**src/rtl/rf_wb_arbiter_if.sv**
```systemverilog
// Writeback-arbiter bus: ALU writeback, cache load-return handshake, load issue,
// decode hazard lookup and the single register-file write port.
interface rf_wb_arbiter_if;
  logic        stall;

  logic        alu_valid;
  logic [4:0]  alu_wa;
  logic [31:0] alu_wd;

  logic        mem_valid;
  logic [4:0]  mem_wa;
  logic [31:0] mem_wd;
  logic        mem_ready;

  logic        issue_valid;
  logic [4:0]  issue_rd;

  logic [4:0]  raA;
  logic [4:0]  raB;
  logic        hazard_a;
  logic        hazard_b;

  logic        rf_wen;
  logic [4:0]  rf_wa;
  logic [31:0] rf_wd;

  // Pipeline / cache side driving the arbiter.
  modport master (
    output stall,
    output alu_valid, alu_wa, alu_wd,
    output mem_valid, mem_wa, mem_wd,
    input  mem_ready,
    output issue_valid, issue_rd,
    output raA, raB,
    input  hazard_a, hazard_b,
    input  rf_wen, rf_wa, rf_wd
  );

  // Arbiter view.
  modport slave (
    input  stall,
    input  alu_valid, alu_wa, alu_wd,
    input  mem_valid, mem_wa, mem_wd,
    output mem_ready,
    input  issue_valid, issue_rd,
    input  raA, raB,
    output hazard_a, hazard_b,
    output rf_wen, rf_wa, rf_wd
  );
endinterface

```
**src/rtl/rf_wb_arbiter.sv**
```systemverilog
// Register-file writeback arbiter: ALU > load FIFO head > direct load bypass,
// with an in-order load-return FIFO and a pending-load scoreboard for hazards.
module rf_wb_arbiter #(
  parameter int unsigned FIFO_DEPTH = 2
) (
  input logic           clock,
  input logic           reset,
  rf_wb_arbiter_if.slave bus
);

  localparam int unsigned PtrW = (FIFO_DEPTH > 1) ? $clog2(FIFO_DEPTH) : 1;
  localparam int unsigned CntW = $clog2(FIFO_DEPTH + 1);
  localparam logic [CntW-1:0] CntFull = CntW'(FIFO_DEPTH);

  typedef struct packed {
    logic [4:0]  wa;
    logic [31:0] wd;
  } entry_t;

  typedef enum logic [1:0] {
    SrcNone,
    SrcAlu,
    SrcFifo,
    SrcBypass
  } src_e;

  entry_t             fifo_q [FIFO_DEPTH];
  logic [PtrW-1:0]    wr_ptr_q, wr_ptr_d;
  logic [PtrW-1:0]    rd_ptr_q, rd_ptr_d;
  logic [CntW-1:0]    count_q, count_d;
  logic [31:0]        pending_q, pending_d;

  src_e               src;
  entry_t             head;
  logic               fifo_empty;
  logic               fifo_full;
  logic               mem_accept;
  logic               push;
  logic               pop;
  logic               load_commit;
  logic [4:0]         load_wa;

  assign head       = fifo_q[rd_ptr_q];
  assign fifo_empty = (count_q == '0);
  assign fifo_full  = (count_q == CntFull);

  // A full FIFO refuses returns even if the head pops this cycle.
  assign bus.mem_ready = ~fifo_full;
  assign mem_accept    = bus.mem_valid & ~fifo_full;

  always_comb begin
    src = SrcNone;
    if (!bus.stall) begin
      if (bus.alu_valid) begin
        src = SrcAlu;
      end else if (!fifo_empty) begin
        src = SrcFifo;
      end else if (bus.mem_valid) begin
        src = SrcBypass;
      end
    end
  end

  always_comb begin
    bus.rf_wen = 1'b0;
    bus.rf_wa  = 5'd0;
    bus.rf_wd  = 32'd0;
    unique case (src)
      SrcAlu: begin
        bus.rf_wa = bus.alu_wa;
        bus.rf_wd = bus.alu_wd;
      end
      SrcFifo: begin
        bus.rf_wa = head.wa;
        bus.rf_wd = head.wd;
      end
      SrcBypass: begin
        bus.rf_wa = bus.mem_wa;
        bus.rf_wd = bus.mem_wd;
      end
      default: ;
    endcase
    // r0 is never written; the winning request is still consumed.
    bus.rf_wen = (src != SrcNone) && (bus.rf_wa != 5'd0);
  end

  assign pop         = (src == SrcFifo);
  assign push        = mem_accept & (src != SrcBypass);
  assign load_commit = pop | (src == SrcBypass);
  assign load_wa     = pop ? head.wa : bus.mem_wa;

  always_comb begin
    wr_ptr_d = wr_ptr_q;
    rd_ptr_d = rd_ptr_q;
    count_d  = count_q;
    if (push) begin
      wr_ptr_d = wr_ptr_q + PtrW'(1);
    end
    if (pop) begin
      rd_ptr_d = rd_ptr_q + PtrW'(1);
    end
    unique case ({push, pop})
      2'b10:   count_d = count_q + CntW'(1);
      2'b01:   count_d = count_q - CntW'(1);
      default: count_d = count_q;
    endcase
  end

  // Clear first so a same-cycle issue to the same register wins.
  always_comb begin
    pending_d = pending_q;
    if (load_commit) begin
      pending_d[load_wa] = 1'b0;
    end
    if (bus.issue_valid && (bus.issue_rd != 5'd0)) begin
      pending_d[bus.issue_rd] = 1'b1;
    end
    pending_d[0] = 1'b0;
  end

  assign bus.hazard_a = pending_q[bus.raA];
  assign bus.hazard_b = pending_q[bus.raB];

  always_ff @(posedge clock or negedge reset) begin
    if (!reset) begin
      wr_ptr_q  <= '0;
      rd_ptr_q  <= '0;
      count_q   <= '0;
      pending_q <= '0;
    end else begin
      wr_ptr_q  <= wr_ptr_d;
      rd_ptr_q  <= rd_ptr_d;
      count_q   <= count_d;
      pending_q <= pending_d;
    end
  end

  // Payload storage needs no reset: entries are only read while counted valid.
  always_ff @(posedge clock) begin
    if (push) begin
      fifo_q[wr_ptr_q] <= '{wa: bus.mem_wa, wd: bus.mem_wd};
    end
  end

endmodule

```
**src/flat_wrapper.sv**
```systemverilog
// flat-port wrapper written by rule: the top's interface ports become plain ports
module rf_wb_arbiter_flat 
#(
  parameter int unsigned FIFO_DEPTH = 2
)
  (clock, reset, bus_stall, bus_alu_valid, bus_alu_wa, bus_alu_wd, bus_mem_valid, bus_mem_wa, bus_mem_wd, bus_mem_ready, bus_issue_valid, bus_issue_rd, bus_raA, bus_raB, bus_hazard_a, bus_hazard_b, bus_rf_wen, bus_rf_wa, bus_rf_wd);
  rf_wb_arbiter_if bus_i ();
  input logic clock;
  input logic reset;
  input wire logic [$bits(bus_i.stall)-1:0] bus_stall;
  input wire logic [$bits(bus_i.alu_valid)-1:0] bus_alu_valid;
  input wire logic [$bits(bus_i.alu_wa)-1:0] bus_alu_wa;
  input wire logic [$bits(bus_i.alu_wd)-1:0] bus_alu_wd;
  input wire logic [$bits(bus_i.mem_valid)-1:0] bus_mem_valid;
  input wire logic [$bits(bus_i.mem_wa)-1:0] bus_mem_wa;
  input wire logic [$bits(bus_i.mem_wd)-1:0] bus_mem_wd;
  output wire logic [$bits(bus_i.mem_ready)-1:0] bus_mem_ready;
  input wire logic [$bits(bus_i.issue_valid)-1:0] bus_issue_valid;
  input wire logic [$bits(bus_i.issue_rd)-1:0] bus_issue_rd;
  input wire logic [$bits(bus_i.raA)-1:0] bus_raA;
  input wire logic [$bits(bus_i.raB)-1:0] bus_raB;
  output wire logic [$bits(bus_i.hazard_a)-1:0] bus_hazard_a;
  output wire logic [$bits(bus_i.hazard_b)-1:0] bus_hazard_b;
  output wire logic [$bits(bus_i.rf_wen)-1:0] bus_rf_wen;
  output wire logic [$bits(bus_i.rf_wa)-1:0] bus_rf_wa;
  output wire logic [$bits(bus_i.rf_wd)-1:0] bus_rf_wd;
  assign bus_i.stall = bus_stall;
  assign bus_i.alu_valid = bus_alu_valid;
  assign bus_i.alu_wa = bus_alu_wa;
  assign bus_i.alu_wd = bus_alu_wd;
  assign bus_i.mem_valid = bus_mem_valid;
  assign bus_i.mem_wa = bus_mem_wa;
  assign bus_i.mem_wd = bus_mem_wd;
  assign bus_mem_ready = bus_i.mem_ready;
  assign bus_i.issue_valid = bus_issue_valid;
  assign bus_i.issue_rd = bus_issue_rd;
  assign bus_i.raA = bus_raA;
  assign bus_i.raB = bus_raB;
  assign bus_hazard_a = bus_i.hazard_a;
  assign bus_hazard_b = bus_i.hazard_b;
  assign bus_rf_wen = bus_i.rf_wen;
  assign bus_rf_wa = bus_i.rf_wa;
  assign bus_rf_wd = bus_i.rf_wd;
  rf_wb_arbiter #(.FIFO_DEPTH(FIFO_DEPTH)) u_core (.clock(clock), .reset(reset), .bus(bus_i));
endmodule
```
**config.mk**
```make
export PLATFORM = sky130hd
export DESIGN_NAME = rf_wb_arbiter_flat
export DESIGN_NICKNAME = d
export VERILOG_FILES = /design/src/rtl/rf_wb_arbiter_if.sv /design/src/rtl/rf_wb_arbiter.sv /design/src/flat_wrapper.sv
export SDC_FILE = /design/constraint.sdc
export NUM_CORES = 1
export LEC_CHECK = 0
export CORE_MARGIN = 2
export CORE_UTILIZATION = 50
export CTS_CLUSTER_SIZE = 24
export DETAILED_ROUTE_END_ITERATION = 10
export GPL_TIMING_DRIVEN = 0
export PLACE_DENSITY = 0.81
export SKIP_LAST_GASP = 1
export SLEW_MARGIN = 10
export SYNTH_ARGS = -nofsm -noshare
export SYNTH_HDL_FRONTEND = slang
export SYNTH_SLANG_ARGS = --single-unit
export TNS_END_PERCENT = 50
```
**constraint.sdc**
```tcl
create_clock -name clock -period 3.4 [get_ports clock]
set_input_delay 0.68 -clock clock [delete_from_list [all_inputs] [get_ports clock]]
set_output_delay 0.68 -clock clock [all_outputs]
set_load 0.005 [all_outputs]
```
# Word-level counts from Yosys, hierarchy flattened
# Memories as Yosys holds them, arrays and structs flattened.
# Cells that the tools add are included.
word_totals:
  ff_bits: 35
  ram_bits: 74
  in_bits: 95
  elab_cells: 58
  memories: 1
memory_table:
  columns: ["name", "depth", "width", "rd", "rd_clocked_by_memory_dff", "wr", "line", "text"]
  rows:
  - ["u_core.fifo_q", 2, 37, 1, 0, 1, "rf_wb_arbiter.sv:27", "entry_t fifo_q [FIFO_DEPTH];"]
op_classes:
  n_addsub: 4
  magnitude_cmp: 6
  n_eq_ne: 7
  n_mux: 20
  bitwise: 7
  reduce_logical: 9
op_table:
  columns: ["op", "n"]
  rows:
  - ["$pmux W32 S3", 1]
  - ["$mux W32", 2]
  - ["$and A32 B32 Y32", 1]
  - ["$not A32 Y32", 1]
  - ["$or A32 B32 Y32", 1]
  - ["$lt A5 B6 Y1 const B", 4]
  - ["$pmux W5 S3", 1]
  - ["$bmux W1 S5", 2]
  - ["$demux W1 S5", 2]
  - ["$ge A5 B1 Y1 const B", 2]
  - ["$reduce_bool A5 Y1", 2]
  - ["$eq A2 B2 Y1 const B", 4]
  - ["$mux W2", 4]
  - ["$mux W1", 6]
  - ["$mux W5", 1]
  - ["$eq A2 B1 Y1 const B", 2]
  - ["$logic_and A1 B1 Y1", 4]
  - ["$pmux W2 S2", 1]
  - ["$reduce_bool A2 Y1", 2]
  - ["$add A1 B1 Y1 const B", 2]
  - ["$add A2 B1 Y2 const B", 1]
  - ["$and A1 B1 Y1", 2]
  - ["$logic_not A2 Y1", 1]
  - ["$ne A2 B2 Y1 const B", 1]
  - ["3 further kinds", 3]

# Logic depth before layout (Yosys ltp)
# Gate-level depths: netlist (run 1).
logic_depth:
  word_depth: 15
  depth_mapped: 9

# Worst setup path after synthesis (run 1)
# No wires, ideal clock.
synth_path:
  kind: "input to register"
  from: "in bus_stall"
  to: "mem u_core.fifo_q[0][0] (netlist name) (enable)"
  setup_time_ns: 0.431
  t_arrival_ns: 2.810
  slack_ns: 0.158
  stages: 4
  path_buffers: 1
  cell_sequence: "or2_2 -> clkbuf_1 -> o211ai_1 -> nor2_1"
synth_via:
  elab_chain_len: 5
synth_lines:
  columns: ["element", "line", "text"]
  rows:
  - ["from (decl)", "flat_wrapper.sv:10", "input wire logic [$bits(bus_i.stall)-1:0] bus_stall;"]
  - ["$mux W2", "rf_wb_arbiter.sv:53", "if (!bus.stall) begin"]
  - ["$ne A2 B2 Y1", "rf_wb_arbiter.sv:88", "assign push = mem_accept & (src != SrcBypass);"]
  - ["$and A1 B1 Y1", "rf_wb_arbiter.sv:88", null]
  - ["$mux W1", "rf_wb_arbiter.sv:140", "if (push) begin"]
  - ["$mux W1 (implied by the code)", "rf_wb_arbiter.sv:141", "fifo_q[wr_ptr_q] <= '{wa: bus.mem_wa, wd: bus.mem_wd};"]
  - ["to (decl)", "rf_wb_arbiter.sv:27", null]
# Every way passes these cells.

# Worst setup path after layout (run 1)
layout_path:
  from: "in bus_raA[0]"
  to: "out bus_hazard_a"
layout_via:
  elab_chain_len: 2
layout_lines:
  columns: ["element", "line", "text"]
  rows:
  - ["from (decl)", "flat_wrapper.sv:20", "input wire logic [$bits(bus_i.raA)-1:0] bus_raA;"]
  - ["$bmux W1 S5", "rf_wb_arbiter.sv:121", "assign bus.hazard_a = pending_q[bus.raA];"]
  - ["$mux W1 (implied by the code)", "rf_wb_arbiter.sv:121", null]
  - ["to (decl)", "flat_wrapper.sv:22", "output wire logic [$bits(bus_i.hazard_a)-1:0] bus_hazard_a;"]
# Every way passes these cells. The select of a mux whose other input is x is not followed.

==> metrics.txt, run 1 <==
Async S/R FF share, synth=0.321; Starting Density=0.510; Place WS=-0.714 ns; hold-fix buffers at CTS=0; first-pass GRT wire length=23.0 mm; largest net degree at the start of global routing=36; Ys Warns=0; Setup Skew=0.0125 ns; Worst Tran Pin Value=1.02 ns; initial drt markers=523; Initial DRT Pass Iterations=6; Slew HR=0.310; number of antenna-violating nets in the routed design=0; number of global-route vias before repair=4574; Leakage Power=2.56 nW; row count=38; CP Class=primary input to output port; most frequent cells in the layout=127 x clkdlybuf4s50_1, 74 x edfxtp_1, 66 x o21ai_0; later-pin clock latency in the skew report=0.37 ns; gr ovfl total=0; Reg2Reg Depth=6; die area=11800 µm²; Post-synth EDFFs=74; area grow syn2layout=33.2%; Final Max Slew Viols=0; CP startpoint=bus_raA[0]; dominant cell type by area after synthesis=edfxtp_1; Vias=4533; part of the Yosys area used for sequential elements=0.566; Syn Nets=519; top-area cell type share of the netlist area=0.406; Clock Root Buffer=clkbuf_8; H-tree depth=3; worst reg2reg startpoint=u_core.rd_ptr_q; reg2reg end=u_core.pending_q[3]; fin crit share=0.987; main flop type after synthesis=edfxtp_1; status=finished, final reports clean; CP endpoint kind=output port; crit path to=bus_hazard_a; IO Port Bufs=131; clock slew at reported path FFs=0.09 ns; final setup fails=0; most common cell after layout, fill and taps aside=clkdlybuf4s50_1; setup ws final=0.0429 ns; worst path required time=2.72 ns; flops & latches, synth=109; gpl congestion=0.852; Mean Syn Cell Area=12.9 µm²; Tot GR Track Use=0.255; Hold Violations, Final=0; Tmin final=3.36 ns; Synth cell types=43; Core Area=10700 µm²; Antenna diodes=0; max-capacitance violation count=0; peak fanout along the critical path=9; r2r setup slk=1.13 ns; maximum vdd drop=0.000324 V; RSZ-0062 raised after global routing=yes; area of the multi-input gates=2290 µm²; worst hold slack=0.388 ns; Peak Freq=298 MHz; Vias/cell=6.35; CTS buffer count=9; drt wl/cell=20.4 µm; Total Power=4.55 mW; register area=3100 µm²; DRC=0; Clock Tree Buf Depth=2; Hold Path Class=primary input to asynchronous set/reset pin; layout cells sized above 1=0.202; Crit path arrival time=2.68 ns; clk sinks=109; hpwl dp=10.5 mm; CTS tree=built; die width=109 µm; Post-Layout Inst Area=7300 µm²; Fillers=811; PD cells=623 nW/µm²; IO Pins=136; initial antenna violation count=0; Startpoint Class=primary input; Post-Route WL=14.6 mm; Mapped Cells=423; synthesized cell area=5480 µm²; chip height=109 µm; Synth area leaders=edfxtp_1 41%, dfrtp_1 16%, mux2_2 7.4%; nets=665; dpl cell area=7010 µm²; setup TNS=0 ns
## routing by layer
layer	part of all wire	vias up	global-route usage	wire (µm)
met3	0.086	26	0.0532	1250
met5	0	-	0	0
met4	0.022	0	0.0952	323
li1	-	2007	-	-
met1	0.38	2220	0.322	5540
met2	0.51	280	0.435	7450
## critical path: stages
cell	delay, ns
buf_4	0.20
mux4_2	0.57
mux4_2	0.49
mux2_2	0.29
clkdlybuf4s50_1	0.45
## registers in the layout, indices dropped and copies added (netlist names)
signal and count:
u_core.fifo_q 74, u_core.count_q 2, u_core.wr_ptr_q 1, u_core.rd_ptr_q 1, u_core.pending_q 31
## through the flow
step | utilization | instances
after floorplan | - | 423
after global placement | 0.648 | 694
after detailed placement | 0.653 | 696
after CTS | 0.675 | 714
after global routing | 0.679 | 714
final | 0.679 | 714
## cell type report
| class | instances | area share |
|---|---|---|
| plain buffers | 24 | 0.0197 |
| inverters | 6 | 0.00309 |
| clock buffers | 11 | 0.0209 |
| clock inverters | 5 | 0.00566 |
| repair buffers | 137 | 0.188 |
| multi-input cells | 282 | 0.314 |
| flip-flops and latches | 109 | 0.425 |
| well taps | 140 | 0.0240 |
## synth_stat cells (2+ instances only)
cell type,n
inv_1,5
buf_2,9
mux4_2,18
nand3_1,5
o32ai_1,2
a222oi_1,30
xnor2_1,4
dfrtp_1,35
or2_2,2
nand2b_1,2
and3_1,3
nor3_1,2
nor2_1,46
a211oi_1,2
o22ai_1,4
nor4_1,2
nand2_1,8
a2bb2oi_1,6
a221o_1,3
nor2b_1,4
edfxtp_1,74
o21ai_0,67
nand3b_1,5
or3_1,2
or3b_2,4
a32oi_1,6
mux2_2,36
clkbuf_1,17
mux2i_1,6
## logic make-up (layout without fill, tap and decap cells)
family                   Yosys count  in the layout  synth area share
AO/OA/AOI/OAI                    129            129             0.165
XOR/XNOR                           5              5           0.00800
adder cells (fa/ha/maj)            1              1           0.00228
buffers and inverters             32            183            0.0240
flip-flops                       109            109             0.566
multiplexers                      60             60             0.159
AND/OR/NAND/NOR                   87             87            0.0761
## power by group
part | switching (mW) | internal, mW
clock | 0.430 | 0.320
combinational | 0.865 | 0.919
sequential | 0.185 | 1.83
total | 1.48 | 3.07
## how the worst min path moves through the flow
stage	from	to	slack (ns)	cells after the start
global route	reset	u_core.pending_q[16]	0.43	1
detailed placement	u_core.count_q[1]	u_core.count_q[1]	0.52	1
finish	reset	u_core.pending_q[11]	0.39	1
CTS	reset	u_core.pending_q[20]	0.40	1
floorplan	reset	u_core.count_q[0]	0.38	0
global placement	u_core.wr_ptr_q	u_core.wr_ptr_q	0.48	1
## timing repair
| action | CTS | global route |
|---|---|---|
| gates resized for setup | 19 | 29 |
| buffers inserted | 2 | 2 |
| pin swaps | 1 | 2 |
| endpoints found under the setup margin | 40 | 38 |
No activity file was read; power rests on OpenSTA's default activity.
==> inputs of run 2 (changes only) <==
CORE_ASPECT_RATIO = 1.5   (was not set)
==> run 2 against run 1 <==
Clock power grew 30%; wire length is 5.5% higher; clock-buffer cell count shrank 1; register-to-register slack got worse by 0.14 ns; flip-flop and latch count is the same; worst setup slack worse by 0.0049 ns; combinational power grew 3%; non-clock buffer count is 1 higher; first-iteration DRC count is 15% lower; sequential power is essentially flat; critical path type is now flip-flop to output port; largest cell class unchanged.
==> metrics.txt, run 2 (synthesis gave the netlist of run 1 again) <==
CP startpoint=u_core.count_q[0]; H-tree depth=3 (unchanged); r2r setup slk=0.99 ns (-0.14 ns); initial drt markers=447 (-15%); Total Power=4.82 mW (+6.1%); peak fanout along the critical path=10 (+1); setup ws final=0.0381 ns (-0.00489 ns); worst path required time=2.72 ns (about the same); Place WS=-0.654 ns (+0.0599 ns); DP Cell Count=700 (+0.57%); layout cells sized above 1=0.205 (+0.00313); Leakage Power=2.60 nW (+1.9%); CP endpoint kind=output port; Post-Route WL=15.4 mm (+5.5%); drt wl/cell=21.3 µm (+4.6%); PD cells=649 nW/µm² (+4.2%); Slew HR=0.308 (-0.00200); maximum vdd drop=0.000389 V (+20%); Vias/cell=6.43 (+1.2%); most frequent cells in the layout=126 x clkdlybuf4s50_1, 74 x edfxtp_1, 66 x o21ai_0; RSZ-0062 raised after global routing=yes; hold-fix buffers at CTS=0 (unchanged); initial antenna violation count=1 (+1); row count=46 (+21%); final setup fails=0 (unchanged); Tot GR Track Use=0.266 (+0.0105); CTS tree=built; die width=89.5 µm (-18%); Hold Violations, Final=0 (unchanged); Starting Density=0.514 (+0.00467); number of antenna-violating nets in the routed design=0 (unchanged); Clock Tree Buf Depth=2 (unchanged); crit path to=bus_rf_wd[31]; most common cell after layout, fill and taps aside=clkdlybuf4s50_1; Hold Path Class=primary input to asynchronous set/reset pin; Final Max Slew Viols=0 (unchanged); gpl congestion=0.866 (+1.6%); status=finished, final reports clean; Setup Skew=0.00462 ns (-0.00783 ns); Post-Layout Inst Area=7430 µm² (+1.8%); DRC=0 (unchanged); later-pin clock latency in the skew report=0.35 ns (-0.02 ns); chip height=132 µm (+22%); CP Class=flip-flop to output port; Initial DRT Pass Iterations=7 (+1); Worst Tran Pin Value=1.03 ns (+0.00297 ns); largest net degree at the start of global routing=36 (unchanged); clk sinks=109 (unchanged); reg2reg end=u_core.count_q[1]; worst reg2reg startpoint=u_core.count_q[0]; max FFs per register=74 (unchanged); CTS buffer count=9 (unchanged); gr ovfl total=0 (unchanged); Tmin final=3.36 ns (+0.00489 ns); utilization after layout=0.698 (+0.0184); hpwl dp=11.3 mm (+7.5%); Peak Freq=297 MHz (-0.15%); dpl cell area=7020 µm² (about the same); area grow syn2layout=35.6%; first-pass GRT wire length=23.8 mm (+3.6%); Crit path arrival time=2.68 ns (about the same); die area=11800 µm² (+0.15%); number of global-route vias before repair=4679 (+2.3%); Core Area=10600 µm² (-0.91%); max-capacitance violation count=0 (unchanged); Largest Register=u_core.fifo_q; Vias=4626 (+2.1%); top flop regs=u_core.fifo_q x74, u_core.pending_q x31, u_core.count_q x2; post-route insts no fill=720 (+0.84%); Clock Root Buffer=clkbuf_16; clock slew at reported path FFs=0.07 ns (-0.02 ns); fin crit share=0.989 (+0.00144); nets=666 (+0.15%); IO Pins=136 (unchanged); Reg2Reg Depth=7 (+1); Startpoint Class=flip-flop; IO Port Bufs=131 (unchanged)
-- run 2: changes by cell type in the layout (fill, tap and decap cells not counted), sizes merged --
cell | previous run | this run
buf | 13 | 12
clkbuf | 30 | 31
clkdlybuf4s50 | 127 | 126
clkinv | 2 | 5
diode | 0 | 1
dlymetal6s2s | 0 | 1
inv | 9 | 7
-- run 2: how the worst min path moves through the flow --
stage	start	endpoint	slack, ns	depth (start not counted)
2_1_floorplan	reset	u_core.count_q[0]	0.38	0
3_3_place_gp	u_core.wr_ptr_q	u_core.wr_ptr_q	0.48	1
3_5_place_dp	u_core.pending_q[15]	u_core.pending_q[15]	0.52	2
4_1_cts	reset	u_core.wr_ptr_q	0.44	1
5_1_grt	reset	u_core.pending_q[15]	0.48	1
6_report	reset	u_core.pending_q[9]	0.42	1
-- run 2: final cells by class --
class                      instances  area (µm²)
buffer                            25         153
antenna                            1        2.50
inverter                           6        22.5
multi-input combinational        282        2330
tap                              144         180
clock inverter                     6        38.8
sequential                       109        3100
fill                             731        3220
timing repair buffer             137        1370
clock buffer                      10         229
-- run 2: metal layers --
metal  GRT usage  wire, µm
met2       0.452      8020
met5           0         0
met3      0.0770      1480
met1       0.306      5440
met4       0.109       432
-- run 2: through the flow --
step	hold slack, ns	setup TNS, ns
after global placement	0.483	-119.18
final	0.425	0
after global routing	0.480	-0.455
after floorplan	0.384	0
after detailed placement	0.521	-19.01
after CTS	0.436	-0.407
-- run 2: worst max-delay path: stages (launching register included) --
cell and delay, ns:
dfrtp_2 0.45, or2_1 0.24, clkbuf_1 0.17, buf_4 0.21, o31ai_4 0.24, buf_4 0.19
buf_2 0.24, nor2_1 0.09, clkdlybuf4s50_1 0.49
-- run 2: what timing repair did --
action | 4_1_cts | 5_1_grt
buffers inserted | 1 | 3
gates cloned | 0 | 0
pin swaps | 1 | 1
gates resized for setup | 20 | 35
setup endpoints to repair | 40 | 37
-- run 2: power by group --
part	leakage [nW]	switching (mW)	total [mW]	internal, mW
Sequential	1.10	0.187	2.02	1.83
Clock	0.132	0.475	0.972	0.497
Combinational	1.38	0.896	1.83	0.937
Total	2.60	1.56	4.82	3.26
==> inputs of run 3 (changes only) <==
CORE_ASPECT_RATIO = 1.25   (was 1.5)
PLACE_DENSITY = not set   (was 0.81)
PLACE_DENSITY_LB_ADDON = 0.12   (was not set)
==> run 3 against run 2 <==
Die area decreased by 0.10%; via count decreased by 3.6%; total power increased by 1.5%; critical path depth decreased by 1; critical endpoint is now bus_rf_wen; utilization increased by 0.26 points; global-route usage decreased by 2.0 points; clock-buffer cell count increased by 1.
==> metrics.txt, run 3 (synthesis gave the netlist of run 1 again) <==
status=finished, final reports clean; CP endpoint kind=output port; Post-Route WL=14.4 mm (-6.0%); DP Cell Count=688 (-1.7%); Peak Freq=301 MHz (+1.1%); CP Class=primary input to output port; nets=664 (-0.30%); Startpoint Class=primary input; Place WS=-0.652 ns (+0.00274 ns); Starting Density=0.516 (+0.00158); DRC=0 (unchanged); Worst Tran Pin Value=0.932 ns (-0.0950 ns); Vias/cell=6.32 (-1.6%); clk sinks=109 (unchanged); most frequent cells in the layout=127 x clkdlybuf4s50_1, 74 x edfxtp_1, 66 x o21ai_0; maximum vdd drop=0.000398 V (+2.2%); utilization after layout=0.700 (+0.00261); Leakage Power=2.61 nW (+0.38%); row count=42 (-8.7%); fin crit share=0.978 (-0.0108); clock slew at reported path FFs=0.07 ns (about the same); peak fanout along the critical path=6 (-4); final setup fails=0 (unchanged); Hold Path Class=primary input to asynchronous set/reset pin; Initial DRT Pass Iterations=8 (+1); max-capacitance violation count=0 (unchanged); chip height=121 µm (-8.4%); PD cells=658 nW/µm² (+1.4%); Hold Violations, Final=0 (unchanged); layout cells sized above 1=0.195 (-0.00975); worst path required time=2.72 ns (about the same); Clock Tree Buf Depth=2 (unchanged); setup ws final=0.0747 ns (+0.0366 ns); Largest Register=u_core.fifo_q; H-tree depth=3 (unchanged); CP peak stage delay=0.52 ns (+0.03 ns); Final Max Slew Viols=0 (unchanged); first-pass GRT wire length=22.9 mm (-4.1%); gpl congestion=0.801 (-7.6%); slowest stage cell, crit path=or3b_2; number of antenna-violating nets in the routed design=0 (unchanged); top flop regs=u_core.fifo_q x74, u_core.pending_q x31, u_core.count_q x2; die area=11800 µm² (-0.10%); hold-fix buffers at CTS=0 (unchanged); IO Pins=136 (unchanged); Core Area=10600 µm² (-0.31%); area grow syn2layout=35.7% (about the same); Crit path arrival time=2.65 ns (-0.03 ns); Setup Skew=0.00584 ns (+0.00122 ns); later-pin clock latency in the skew report=0.35 ns (about the same); most common cell after layout, fill and taps aside=clkdlybuf4s50_1; worst hold slack=0.416 ns (-0.00892 ns); Clock Root Buffer=clkbuf_16; largest net degree at the start of global routing=36 (unchanged); Slew HR=0.372 (+0.0640); Vias=4458 (-3.6%); worst-path cell chain=clkbuf_2, or3b_2, o22a_1, o22ai_1, a41oi_1, or2_2, clkdlybuf4s50_1; die width=97.6 µm (+9.1%); initial antenna violation count=0 (-1); post-route insts no fill=705 (-2.1%); drt wl/cell=20.5 µm (-4.0%); Tmin final=3.33 ns (-0.0366 ns); buffer and inverter count on the worst path=2 (-3); Tot GR Track Use=0.245 (-0.0203); number of global-route vias before repair=4599 (-1.7%); hpwl dp=10.3 mm (-8.4%); Antenna diodes=0 (-1); gr ovfl total=0 (unchanged); RSZ-0062 raised after global routing=yes; initial drt markers=413 (-7.6%); CTS tree=built; setup TNS=0 ns (unchanged); max FFs per register=74 (unchanged); IO Port Bufs=131 (unchanged); Largest delay share family, worst path=simple AND/OR/NAND/NOR gates; CTS buffer count=9 (unchanged)
[run 3: metrics by stage]
step                      total power [mW]  cell area, µm²
final                                 4.89            7430
after global routing                  5.15            7430
after CTS                             4.88            7380
after detailed placement              3.75            7010
after global placement                3.65            6950
after floorplan                       3.06            5480
[run 3: cell type report]
| class | instances | area [µm²] |
|---|---|---|
| repair buffers | 135 | 1370 |
| multi-input cells | 282 | 2290 |
| clock inverters | 5 | 62.6 |
| inverters | 6 | 22.5 |
| fillers | 772 | 3180 |
| plain buffers | 25 | 159 |
| well taps | 132 | 165 |
| flip-flops and latches | 109 | 3100 |
| clock buffers | 11 | 264 |
[run 3: final timing paths]
check                                  endpoint                 start  slack (ns)  cells past startpoint
setup / recovery                     bus_rf_wen         bus_mem_valid        0.07                      7
hold / removal              u_core.pending_q[7]                 reset        0.42                      1
setup reg to reg           u_core.fifo_q[1][20]     u_core.count_q[1]        0.94                      6
hold reg to reg            u_core.pending_q[22]  u_core.pending_q[22]        0.53                      2
max in group asynchronous     u_core.count_q[0]                 reset        2.44                      1
min in group clock         u_core.pending_q[22]  u_core.pending_q[22]        0.53                      2
[run 3: what timing repair did]
action,CTS,global route
pin swaps,2,2
endpoints found under the setup margin,39,38
setup buffers,0,2
gates cloned,0,0
resized for setup,23,23
[run 3: power breakdown]
group          total [mW]  internal (mW)  switching, mW  leakage (nW)
Clock                1.12          0.643          0.475         0.162
Combinational        1.77          0.924          0.844          1.35
Sequential           2.01           1.83          0.176          1.10
Total                4.89           3.40           1.49          2.61
[run 3: layer usage]
metal / routed length, µm / vias to the layer above / track usage
li1: - / 2012 / -
met1: 5500 / 2220 / 0.292
met2: 7780 / 208 / 0.443
met3: 924 / 18 / 0.0484
met4: 243 / 0 / 0.0877
met5: 0 / - / 0
